## config.mk

```make
export PLATFORM = sky130hd
export DESIGN_NAME = i2s_tx_ctrl
export DESIGN_NICKNAME = d
export VERILOG_FILES = /design/src/rtl/i2s_pkg.sv /design/src/rtl/frac_tick_gen.sv /design/src/rtl/i2s_tx_ctrl.sv
export SDC_FILE = /design/constraint.sdc
export NUM_CORES = 1
export LEC_CHECK = 0
export BUFFER_PORTS_ARGS = -buffer_cell sky130_fd_sc_hd__buf_2
export CAP_MARGIN = 20
export CORE_MARGIN = 5
export CORE_UTILIZATION = 25
export DETAILED_ROUTE_END_ITERATION = 12
export HOLD_SLACK_MARGIN = 0.1
export PLACE_DENSITY = 0.45
export SLEW_MARGIN = 20
export SYNTH_ARGS = -nofsm -noshare
export SYNTH_HDL_FRONTEND = slang
export SYNTH_HIERARCHICAL = 1
export SYNTH_SLANG_ARGS = --single-unit
```

## constraint.sdc

```tcl
create_clock -name clk -period 5.5 [get_ports clk]
set_input_delay 0.275 -clock clk [delete_from_list [all_inputs] [get_ports clk]]
set_output_delay 0.275 -clock clk [all_outputs]
set_load 0.02 [all_outputs]
```

## src/rtl/i2s_pkg.sv

```systemverilog
// i2s_pkg: constants shared by the I2S transmit controller and its tick generator.
//   SLOT_BITS / FRAME_BITS : bits per channel slot and BCK periods per stereo frame.
//   DEF_CLK_HZ / DEF_BCK_HZ: default system clock and bit-clock frequencies.
//   ST_*                   : controller state encoding.
package i2s_pkg;
    localparam int SLOT_BITS  = 16;
    localparam int FRAME_BITS = 2 * SLOT_BITS;

    localparam int DEF_CLK_HZ = 6000000;
    localparam int DEF_BCK_HZ = 1411200;

    typedef logic [FRAME_BITS-1:0] frame_t;   // {left, right}, left MSB at bit 31

    localparam logic [1:0] ST_IDLE     = 2'd0;
    localparam logic [1:0] ST_RUN      = 2'd1;
    localparam logic [1:0] ST_STOPPING = 2'd2;
endpackage

```

## src/rtl/frac_tick_gen.sv

```systemverilog
// frac_tick_gen: fractional phase accumulator producing single-cycle ticks whose
// average rate is exactly TICK_HZ from a CLK_HZ clock (jitter at most one clk).
//   clk   in  system clock
//   rst_n in  asynchronous active-low reset
//   run   in  1 = accumulate; 0 = hold the accumulator at zero, no ticks
//   tick  out combinational tick, valid in the cycle the accumulator wraps
// Requires 2^ACC_W > CLK_HZ + TICK_HZ so the sum never overflows.
module frac_tick_gen
    import i2s_pkg::*;
#(
    parameter int CLK_HZ  = DEF_CLK_HZ,
    parameter int TICK_HZ = 2 * DEF_BCK_HZ,
    parameter int ACC_W   = 24
) (
    input  logic clk,
    input  logic rst_n,
    input  logic run,
    output logic tick
);
    localparam int SUM_W = ACC_W + 1;
    localparam logic [ACC_W:0] C_STEP = SUM_W'(TICK_HZ);
    localparam logic [ACC_W:0] C_MOD  = SUM_W'(CLK_HZ);

    logic [ACC_W-1:0] r_acc;
    logic [ACC_W:0]   w_sum;
    logic             w_wrap;
    logic [ACC_W-1:0] w_wrapped;

    assign w_sum     = {1'b0, r_acc} + C_STEP;
    assign w_wrap    = (w_sum >= C_MOD);
    // The wrapped value is below 2^ACC_W, so modular subtraction on the low bits is exact.
    assign w_wrapped = w_sum[ACC_W-1:0] - C_MOD[ACC_W-1:0];
    assign tick      = run && w_wrap;

    always_ff @(posedge clk or negedge rst_n) begin
        if (!rst_n) begin
            r_acc <= '0;
        end else if (!run) begin
            r_acc <= '0;
        end else if (w_wrap) begin
            r_acc <= w_wrapped;
        end else begin
            r_acc <= w_sum[ACC_W-1:0];
        end
    end
endmodule

```

## src/rtl/i2s_tx_ctrl.sv

```systemverilog
// i2s_tx_ctrl: Philips-format I2S transmitter for a PCM510x DAC, 16-bit stereo.
//   clk, rst_n          system clock / asynchronous active-low reset
//   enable              1 = run, 0 = stop at end of current frame
//   s_valid, s_ready    sample handshake; s_ready = holding buffer empty
//   s_left, s_right     two's-complement samples
//   clr_underrun        clears the sticky underrun flag (a same-cycle set wins)
//   bck, lrck, din      I2S bit clock, word select (0 = left), serial data MSB first
//   frame_start         one-cycle pulse after each frame boundary that loads a frame
//   underrun            sticky: a boundary found the holding buffer empty
//   busy                controller not idle
module i2s_tx_ctrl
    import i2s_pkg::*;
#(
    parameter int CLK_HZ           = DEF_CLK_HZ,
    parameter int BCK_HZ           = DEF_BCK_HZ,
    parameter int ACC_W            = 24,
    parameter bit MUTE_ON_UNDERRUN = 1'b1
) (
    input  logic                 clk,
    input  logic                 rst_n,
    input  logic                 enable,
    input  logic                 s_valid,
    input  logic [SLOT_BITS-1:0] s_left,
    input  logic [SLOT_BITS-1:0] s_right,
    output logic                 s_ready,
    input  logic                 clr_underrun,
    output logic                 bck,
    output logic                 lrck,
    output logic                 din,
    output logic                 frame_start,
    output logic                 underrun,
    output logic                 busy
);
    localparam int K_W = $clog2(FRAME_BITS);
    localparam logic [K_W-1:0] K_LAST = K_W'(FRAME_BITS - 1);

    logic [1:0]     r_state;
    logic           r_bck, r_lrck, r_din, r_frame_start, r_underrun;
    logic [K_W-1:0] r_k;
    frame_t         r_frame;      // frame currently on the wire
    frame_t         r_buf;        // one-entry holding buffer
    logic           r_buf_full;
    frame_t         r_last;       // last sample taken from the buffer

    logic           w_tick, w_boundary, w_stop, w_load, w_xfer, w_start;
    logic [K_W-1:0] w_k_next, w_bit_idx;
    frame_t         w_next_frame;

    frac_tick_gen #(
        .CLK_HZ (CLK_HZ),
        .TICK_HZ(2 * BCK_HZ),
        .ACC_W  (ACC_W)
    ) u_tick (
        .clk  (clk),
        .rst_n(rst_n),
        .run  (r_state != ST_IDLE),
        .tick (w_tick)
    );

    // A tick while bck is high is a falling edge; the one leaving k=31 is a boundary.
    assign w_boundary   = w_tick && r_bck && (r_k == K_LAST);
    assign w_stop       = w_boundary && (r_state == ST_STOPPING) && !enable;
    assign w_load       = w_boundary && !w_stop;
    assign w_xfer       = s_valid && !r_buf_full;
    assign w_start      = (r_state == ST_IDLE) && enable && r_buf_full;
    assign w_k_next     = r_k + 1'b1;
    // Period k+1 carries frame bit (31-k): the one-BCK Philips delay.
    assign w_bit_idx    = K_LAST - r_k;
    assign w_next_frame = r_buf_full ? r_buf : (MUTE_ON_UNDERRUN ? '0 : r_last);

    always_ff @(posedge clk or negedge rst_n) begin
        if (!rst_n) begin
            r_state       <= ST_IDLE;
            r_bck         <= 1'b0;
            r_lrck        <= 1'b0;
            r_din         <= 1'b0;
            r_k           <= K_LAST;
            r_frame       <= '0;
            r_buf         <= '0;
            r_buf_full    <= 1'b0;
            r_last        <= '0;
            r_underrun    <= 1'b0;
            r_frame_start <= 1'b0;
        end else begin
            r_frame_start <= w_load;

            // Boundary consumption and a new transfer are mutually exclusive
            // because a transfer needs the buffer empty.
            if (w_load && r_buf_full) begin
                r_buf_full <= 1'b0;
            end else if (w_xfer) begin
                r_buf_full <= 1'b1;
                r_buf      <= {s_left, s_right};
            end

            if (w_load && !r_buf_full) begin
                r_underrun <= 1'b1;
            end else if (clr_underrun) begin
                r_underrun <= 1'b0;
            end

            case (r_state)
                ST_IDLE:     if (w_start) r_state <= ST_RUN;
                ST_RUN:      if (!enable) r_state <= ST_STOPPING;
                ST_STOPPING: begin
                    if (enable) begin
                        r_state <= ST_RUN;
                    end else if (w_boundary) begin
                        r_state <= ST_IDLE;
                    end
                end
                default:     r_state <= ST_IDLE;
            endcase

            if (w_stop) begin
                // Park with the next first tick rising and the first fall a boundary.
                r_bck   <= 1'b0;
                r_lrck  <= 1'b0;
                r_din   <= 1'b0;
                r_k     <= K_LAST;
                r_frame <= '0;
            end else if (w_tick) begin
                r_bck <= ~r_bck;
                if (r_bck) begin
                    r_k    <= w_k_next;
                    r_lrck <= w_k_next[K_W-1];
                    if (w_boundary) begin
                        r_din   <= r_frame[0];   // right LSB of the frame just sent
                        r_frame <= w_next_frame;
                        if (r_buf_full) begin
                            r_last <= r_buf;
                        end
                    end else begin
                        r_din <= r_frame[w_bit_idx];
                    end
                end
            end
        end
    end

    assign s_ready     = ~r_buf_full;
    assign bck         = r_bck;
    assign lrck        = r_lrck;
    assign din         = r_din;
    assign frame_start = r_frame_start;
    assign underrun    = r_underrun;
    assign busy        = (r_state != ST_IDLE);
endmodule

```

# Word-level counts from Yosys, hierarchy flattened
# Cells that the tools add are included.
# op_classes
n_addsub	4
magnitude_cmp	2
n_eq_ne	6
mux	30
n_bitwise	3
n_reduce_logical	25
# ops
operator	count
$mux W32	5
$mux W24	2
$add A24 B22 Y25 const B	1
$ge A25 B23 Y1 const B	1
$sub A24 B23 Y24 const B	1
$mux W5	3
$mux W1	14
$reduce_bool A2 Y1	6
$logic_and A1 B1 Y1	11
$mux W2	4
$lt A5 B6 Y1 const B	1
$pmux W2 S3	1
$reduce_and A3 Y1	2
$add A5 B1 Y5 const B	1
$bmux W1 S5	1
$eq A5 B5 Y1 const B	1
$sub A5 B5 Y5 const A	1
$ne A2 B2 Y1 const B	2
$reduce_and A2 Y1	2
$logic_not A1 Y1	3
$ne A3 B3 Y1 const B	1
$not A1 Y1	3
$eq A2 B1 Y1 const B	1
$eq A2 B2 Y1 const B	1
$logic_not A2 Y1	1
# totals
regBits	101
input_bits	37
out_inout_bits	7

# Longest topological paths before layout
# logic_depth
depth_word	12
ltp_mapped	16

# Hierarchy
# Netlist, hierarchy kept.
# by_module_without_submodules
mod	n_inst	cells_each	area_per_inst_um2
i2s_tx_ctrl	1	231	3264.4
frac_tick_gen	1	187	1594.0

# Worst setup path before layout
# No wires, ideal clock.
# synth_timing
kind	register to register
startpoint	register u_tick.r_acc[8]
endpoint	register r_frame[10]
setup_time_ns	0.065
arrival_time_ns	3.386
required_ns	5.435
path_slack_ns	2.049
stages_incl_launch_ff	16
n_path_buf	4
synth_period_minus_slack_ns	3.451
path_cell_list	dfrtp_1 ha_1 buf_2 a31o_2 a311oi_1 xnor2_1 and2_1 o211ai_2 and2_4 buf_4 buf_6 nor2_1 nand3_1 nor3_2 buf_2 a22o_1
# synth_between
elab_chain_cells	9
# synth_rtl
item	line	rtl
from (decl)	frac_tick_gen.sv:24	logic [ACC_W-1:0] r_acc;
from (signal assigned)	frac_tick_gen.sv:41	r_acc <= w_wrapped;
from (signal assigned)	frac_tick_gen.sv:43	r_acc <= w_sum[ACC_W-1:0];
$add A24 B22 Y25 (*)	frac_tick_gen.sv:29	assign w_sum = {1'b0, r_acc} + C_STEP;
$ge A25 B23 Y1 (*)	frac_tick_gen.sv:30	assign w_wrap = (w_sum >= C_MOD);
$logic_and A1 B1 Y1 (*)	frac_tick_gen.sv:33	assign tick = run && w_wrap;
named net w_tick	i2s_tx_ctrl.sv:45	logic w_tick, w_boundary, w_stop, w_load, w_xfer, w_start;
$logic_and A1 B1 Y1 (2 in a row)	i2s_tx_ctrl.sv:61	assign w_boundary = w_tick && r_bck && (r_k == K_LAST);
$logic_and A1 B1 Y1 (2 in a row)	i2s_tx_ctrl.sv:62	assign w_stop = w_boundary && (r_state == ST_STOPPING) && !enable;
$reduce_bool A2 Y1 (no source line)	-	
$reduce_and A3 Y1 (no source line)	-	
to (signal assigned)	i2s_tx_ctrl.sv:129	r_frame <= w_next_frame;
to (decl)	i2s_tx_ctrl.sv:40	frame_t r_frame;
# Mark *: on every way through the listed nets, which the timed path passes. The rest lies on a longest branch.
# A chain may end at the register's enable or synchronous reset.

# Final worst setup path
# layout_timing
startpoint	register u_tick.r_acc[8]
endpoint	register r_frame[12]
# Same word-level chain as after synthesis.

==> impl_metrics.yaml <==
worst_setup_path:
  crit_fanout: 33
  r2r_setup_slack_ns: 1.21
  timing.critical_path.required_ns: 5.78
  crit_buf_inv: 1
  largest_stage_delay_on_the_critical_path_ns: 0.62
  timing.critical_path.cells: "ha_1 -> a31o_2 -> a311oi_1 -> xnor2_1 -> and2_1 -> o211ai_2 -> and2_4 -> nor2_1 -> nand3_1 -> nor3_4 -> buf_4 -> a22o_1"
  r2r_start: "u_tick/r_acc[8]"
  start_kind: "flop"
  worst_setup_path_end_kind: "flop"
  worst-endpoint-arrival_ns: 4.57
  worst_r2r_path_depth: 12
  critical_path.top_delay_family: "simple AND/OR/NAND/NOR gates"
  setup.worst_path.class: "flop to flop"
  slowest_cp_cell: "sky130_fd_sc_hd__nand3_1"
  crit-reg2reg-capture: "r_frame[12]"
drt:
  initialDrtViolationCount: 229
  vias_per_cell: 4.70
  routed_wl_um: 10800
  wl_per_cell_um: 14.9
  dr_total_vias: 3387
  detail-route-antenna-nets: 0
  residual_drc: 0
  detail_route.first_pass.iterations: 4
pwr:
  total_switching_power_mw: 1.00
  share_comb_of_total_power_pct: 34.6
  power.ir.vdd_worst_mv: 0.154
  standby_leakage_power_nw: 2.47
  seq_power_share_pct: 38.4
  power.internal_mw: 1.69
  p_per_area_nw_per_um2: 478
  power.share.clock_pct: 27.0
  sw_frac_of_total_pct: 37.2
clock_network:
  clkSinkCount: 94
  tritoncts.num_buffers: 9
  clk_transition_reported_paths_ns: 0.07
  postcts_resize_cnt: 0
  max-clock-path-buffers: 2
  cts-htree-levels: 3
  clock_root_buffer: "sky130_fd_sc_hd__clkbuf_16"
  cts_tree: "done"
  clk-insertion-delay-late_ns: 0.35
sta:
  skew_ns: 0.00758
  rsz_0062_raised_after_global_routing: "no"
  layout_worst_path_cycle_share_pct: 78.0
  slew_headroom_pct: 47.6
  final.min_clock_period_ns: 4.29
  finalHoldViolations: 0
  fmax_ghz: 0.233
  totalNegativeSetupSlack_ns: 0
  tightestPinTransition_ns: 0.784
  worst_case_hold_slack_ns: 0.134
  maxSlewViolCount: 0
  finalSetupViolCount: 0
global_route:
  grt.met2_usage_pct: 16.0
  global_route.usage.total_pct: 10.2
  grt.met1_usage_pct: 13.5
  grt_start_max_net_pins: 87
  first_global_vias: 3519
  grt.met3_usage_pct: 3.37
  grt_overflow_total: 0
  busiest_grt_layer: "met2"
  grt_pass1_wl_um: 18200
  antenna_found_initial: 0
floorplan:
  row_count: 51
  die_h_um: 149
  start_util_pct: 25.2
  placeableCoreArea_sq_um: 19300
  chipWidth_um: 149
  floorplan.die_area_sq_um: 22300
  top_level_ports: 44
final_layout:
  syn2layout_area_growth_pct: 15.9
  layout.cells.most_common: "sky130_fd_sc_hd__dfrtp_1"
  layout-drive-gt1-share_pct: 19.3
  insertedDiodeCount: 0
  most-common-layout-cells: "sky130_fd_sc_hd__dfrtp_1 (89), sky130_fd_sc_hd__buf_2 (42), sky130_fd_sc_hd__mux2_1 (35), sky130_fd_sc_hd__a22o_1 (32), sky130_fd_sc_hd__nand2_1 (23)"
  num-nets-final: 492
placed_design:
  finalWeightedCongestion: 0.828
  post-dp-hpwl_um: 7390
  io_buffer_count: 43
yosys:
  synthArstFlopShare_pct: 100
  synth_cell_type_count: 77
  synthDominantCellAreaShare_pct: 45.8
  synthFlopType: "sky130_fd_sc_hd__dfrtp_1"
  netlist_instances: 418
  ys_top_cells_by_area: "sky130_fd_sc_hd__dfrtp_1 (46%), sky130_fd_sc_hd__mux2_1 (8.1%), sky130_fd_sc_hd__a22o_1 (5.8%), sky130_fd_sc_hd__dfstp_2 (2.7%), sky130_fd_sc_hd__a21oi_1 (1.9%)"
  yosysWarnings: 6
  mappedNetlistNets: 460
  synth.cell_area_sq_um: 4860
  synth_edf_count: 0
  synth_area_leader_cell: "sky130_fd_sc_hd__dfrtp_1"
  ys_ff_latch: 94
  yosysSeqAreaShare_pct: 48.5
  synth.avg_cell_area_sq_um: 11.6
min_path:
  hold_start: "enable"
  worstHoldEndpoint: "r_state[1]"
  hold_path_depth: 2
  min_path_type: "primary input to flop"
job:
  max-cap-violations: 0
status:
  status: "completed"
## cell usage after synthesis (3+ instances only)
cell type and count:
sky130_fd_sc_hd__nand2_1 23, sky130_fd_sc_hd__buf_4 3, sky130_fd_sc_hd__and3_1 6, sky130_fd_sc_hd__a2111o_1 3
sky130_fd_sc_hd__xor2_1 10, sky130_fd_sc_hd__nor2b_1 5, sky130_fd_sc_hd__dfstp_2 5, sky130_fd_sc_hd__and2_1 5
sky130_fd_sc_hd__o21ai_1 8, sky130_fd_sc_hd__o21ai_0 10, sky130_fd_sc_hd__mux2_1 35, sky130_fd_sc_hd__clkbuf_1 6
sky130_fd_sc_hd__dfrtp_1 89, sky130_fd_sc_hd__a21o_1 3, sky130_fd_sc_hd__mux2i_1 6, sky130_fd_sc_hd__nor2_1 19
sky130_fd_sc_hd__xnor2_1 8, sky130_fd_sc_hd__mux4_2 4, sky130_fd_sc_hd__nand3_1 11, sky130_fd_sc_hd__buf_6 5
sky130_fd_sc_hd__buf_2 13, sky130_fd_sc_hd__a21oi_1 18, sky130_fd_sc_hd__inv_1 7, sky130_fd_sc_hd__ha_1 5
sky130_fd_sc_hd__or4_1 4, sky130_fd_sc_hd__a211oi_1 3, sky130_fd_sc_hd__a22o_1 32, sky130_fd_sc_hd__or3_1 8
## worst register-to-register path, delay by kind of cell (launching register included)
| kind | cells | cell delay [ns] |
|---|---|---|
| simple gates | 5 | 1.68 |
| buf+inv | 1 | 0.36 |
| xor+xnor | 1 | 0.20 |
| flops | 1 | 0.50 |
| fa+ha+maj | 1 | 0.38 |
| compound gates | 4 | 1.12 |
## cell type report
type	count	area, sq um
fill	2020	13600
sequential	94	2360
multi-input combinational	288	2290
tap	265	332
timing repair buffer	49	272
clock buffer	10	229
clock inverter	6	116
inverter	8	30.0
## metal layers
metal | routed length [um] | up-vias
met5 | 0 | -
li1 | - | 1629
met3 | 471 | 11
met1 | 5090 | 1680
met4 | 139 | 0
met2 | 5050 | 67
## cells by family after synthesis
group,Yosys count,synth area share (%)
buffers and inverters,36,4.46
AOI/OAI and AO/OA,114,18.2
and+or+nand+nor,101,11.4
muxes,49,12.5
DFF,94,48.5
xor gates and xnor gates,19,3.58
adders and majority gates,5,1.29
## worst max-delay path by stage
stage                               start           to  slack [ns]  depth (start not counted)
after floorplan           u_tick/r_acc[8]  r_frame[10]        2.05                         15
after global placement    u_tick/r_acc[8]   r_frame[0]        1.36                         13
after detailed placement  u_tick/r_acc[8]  r_frame[15]        1.23                         12
after CTS                 u_tick/r_acc[8]  r_frame[19]        1.21                         12
after global routing      u_tick/r_acc[8]  r_frame[20]        0.84                         12
final                     u_tick/r_acc[8]  r_frame[12]        1.21                         12
## timing repair
item / CTS / global route
hold endpoints to repair: 9 / 0
hold buffers: 2 / 0
buffers inserted: 0 / 0
## power by group through the flow
stage	Clock, mW	Sequential, mW	Combinational, mW
after CTS	0.754	1.03	0.933
after global routing	0.778	1.06	1.05
final	0.727	1.03	0.930
after detailed placement	0	1.05	0.922
after global placement	0	1.04	0.922
after floorplan	0	0.918	0.902
## state kept, by name, summed over array words and instances (netlist names)
signal        count
r_frame          32
u_tick/r_acc     17
bck               1
underrun          1
r_buf            32
r_buf_full        1
lrck              1
r_k               5
r_state           2
din               1
frame_start       1
## metrics by stage
step,cell area (sq um),power (mW),setup slack [ns],utilization [%],instances
4_1_cts,5630,2.72,1.21,29.2,720
5_1_grt,5630,2.89,0.837,29.2,720
2_1_floorplan,4860,1.82,2.05,-,418
3_5_place_dp,5260,1.97,1.23,27.3,702
6_report,5630,2.69,1.21,29.2,720
3_3_place_gp,5260,1.97,1.36,27.3,702
(Power assumes the default switching activity.)
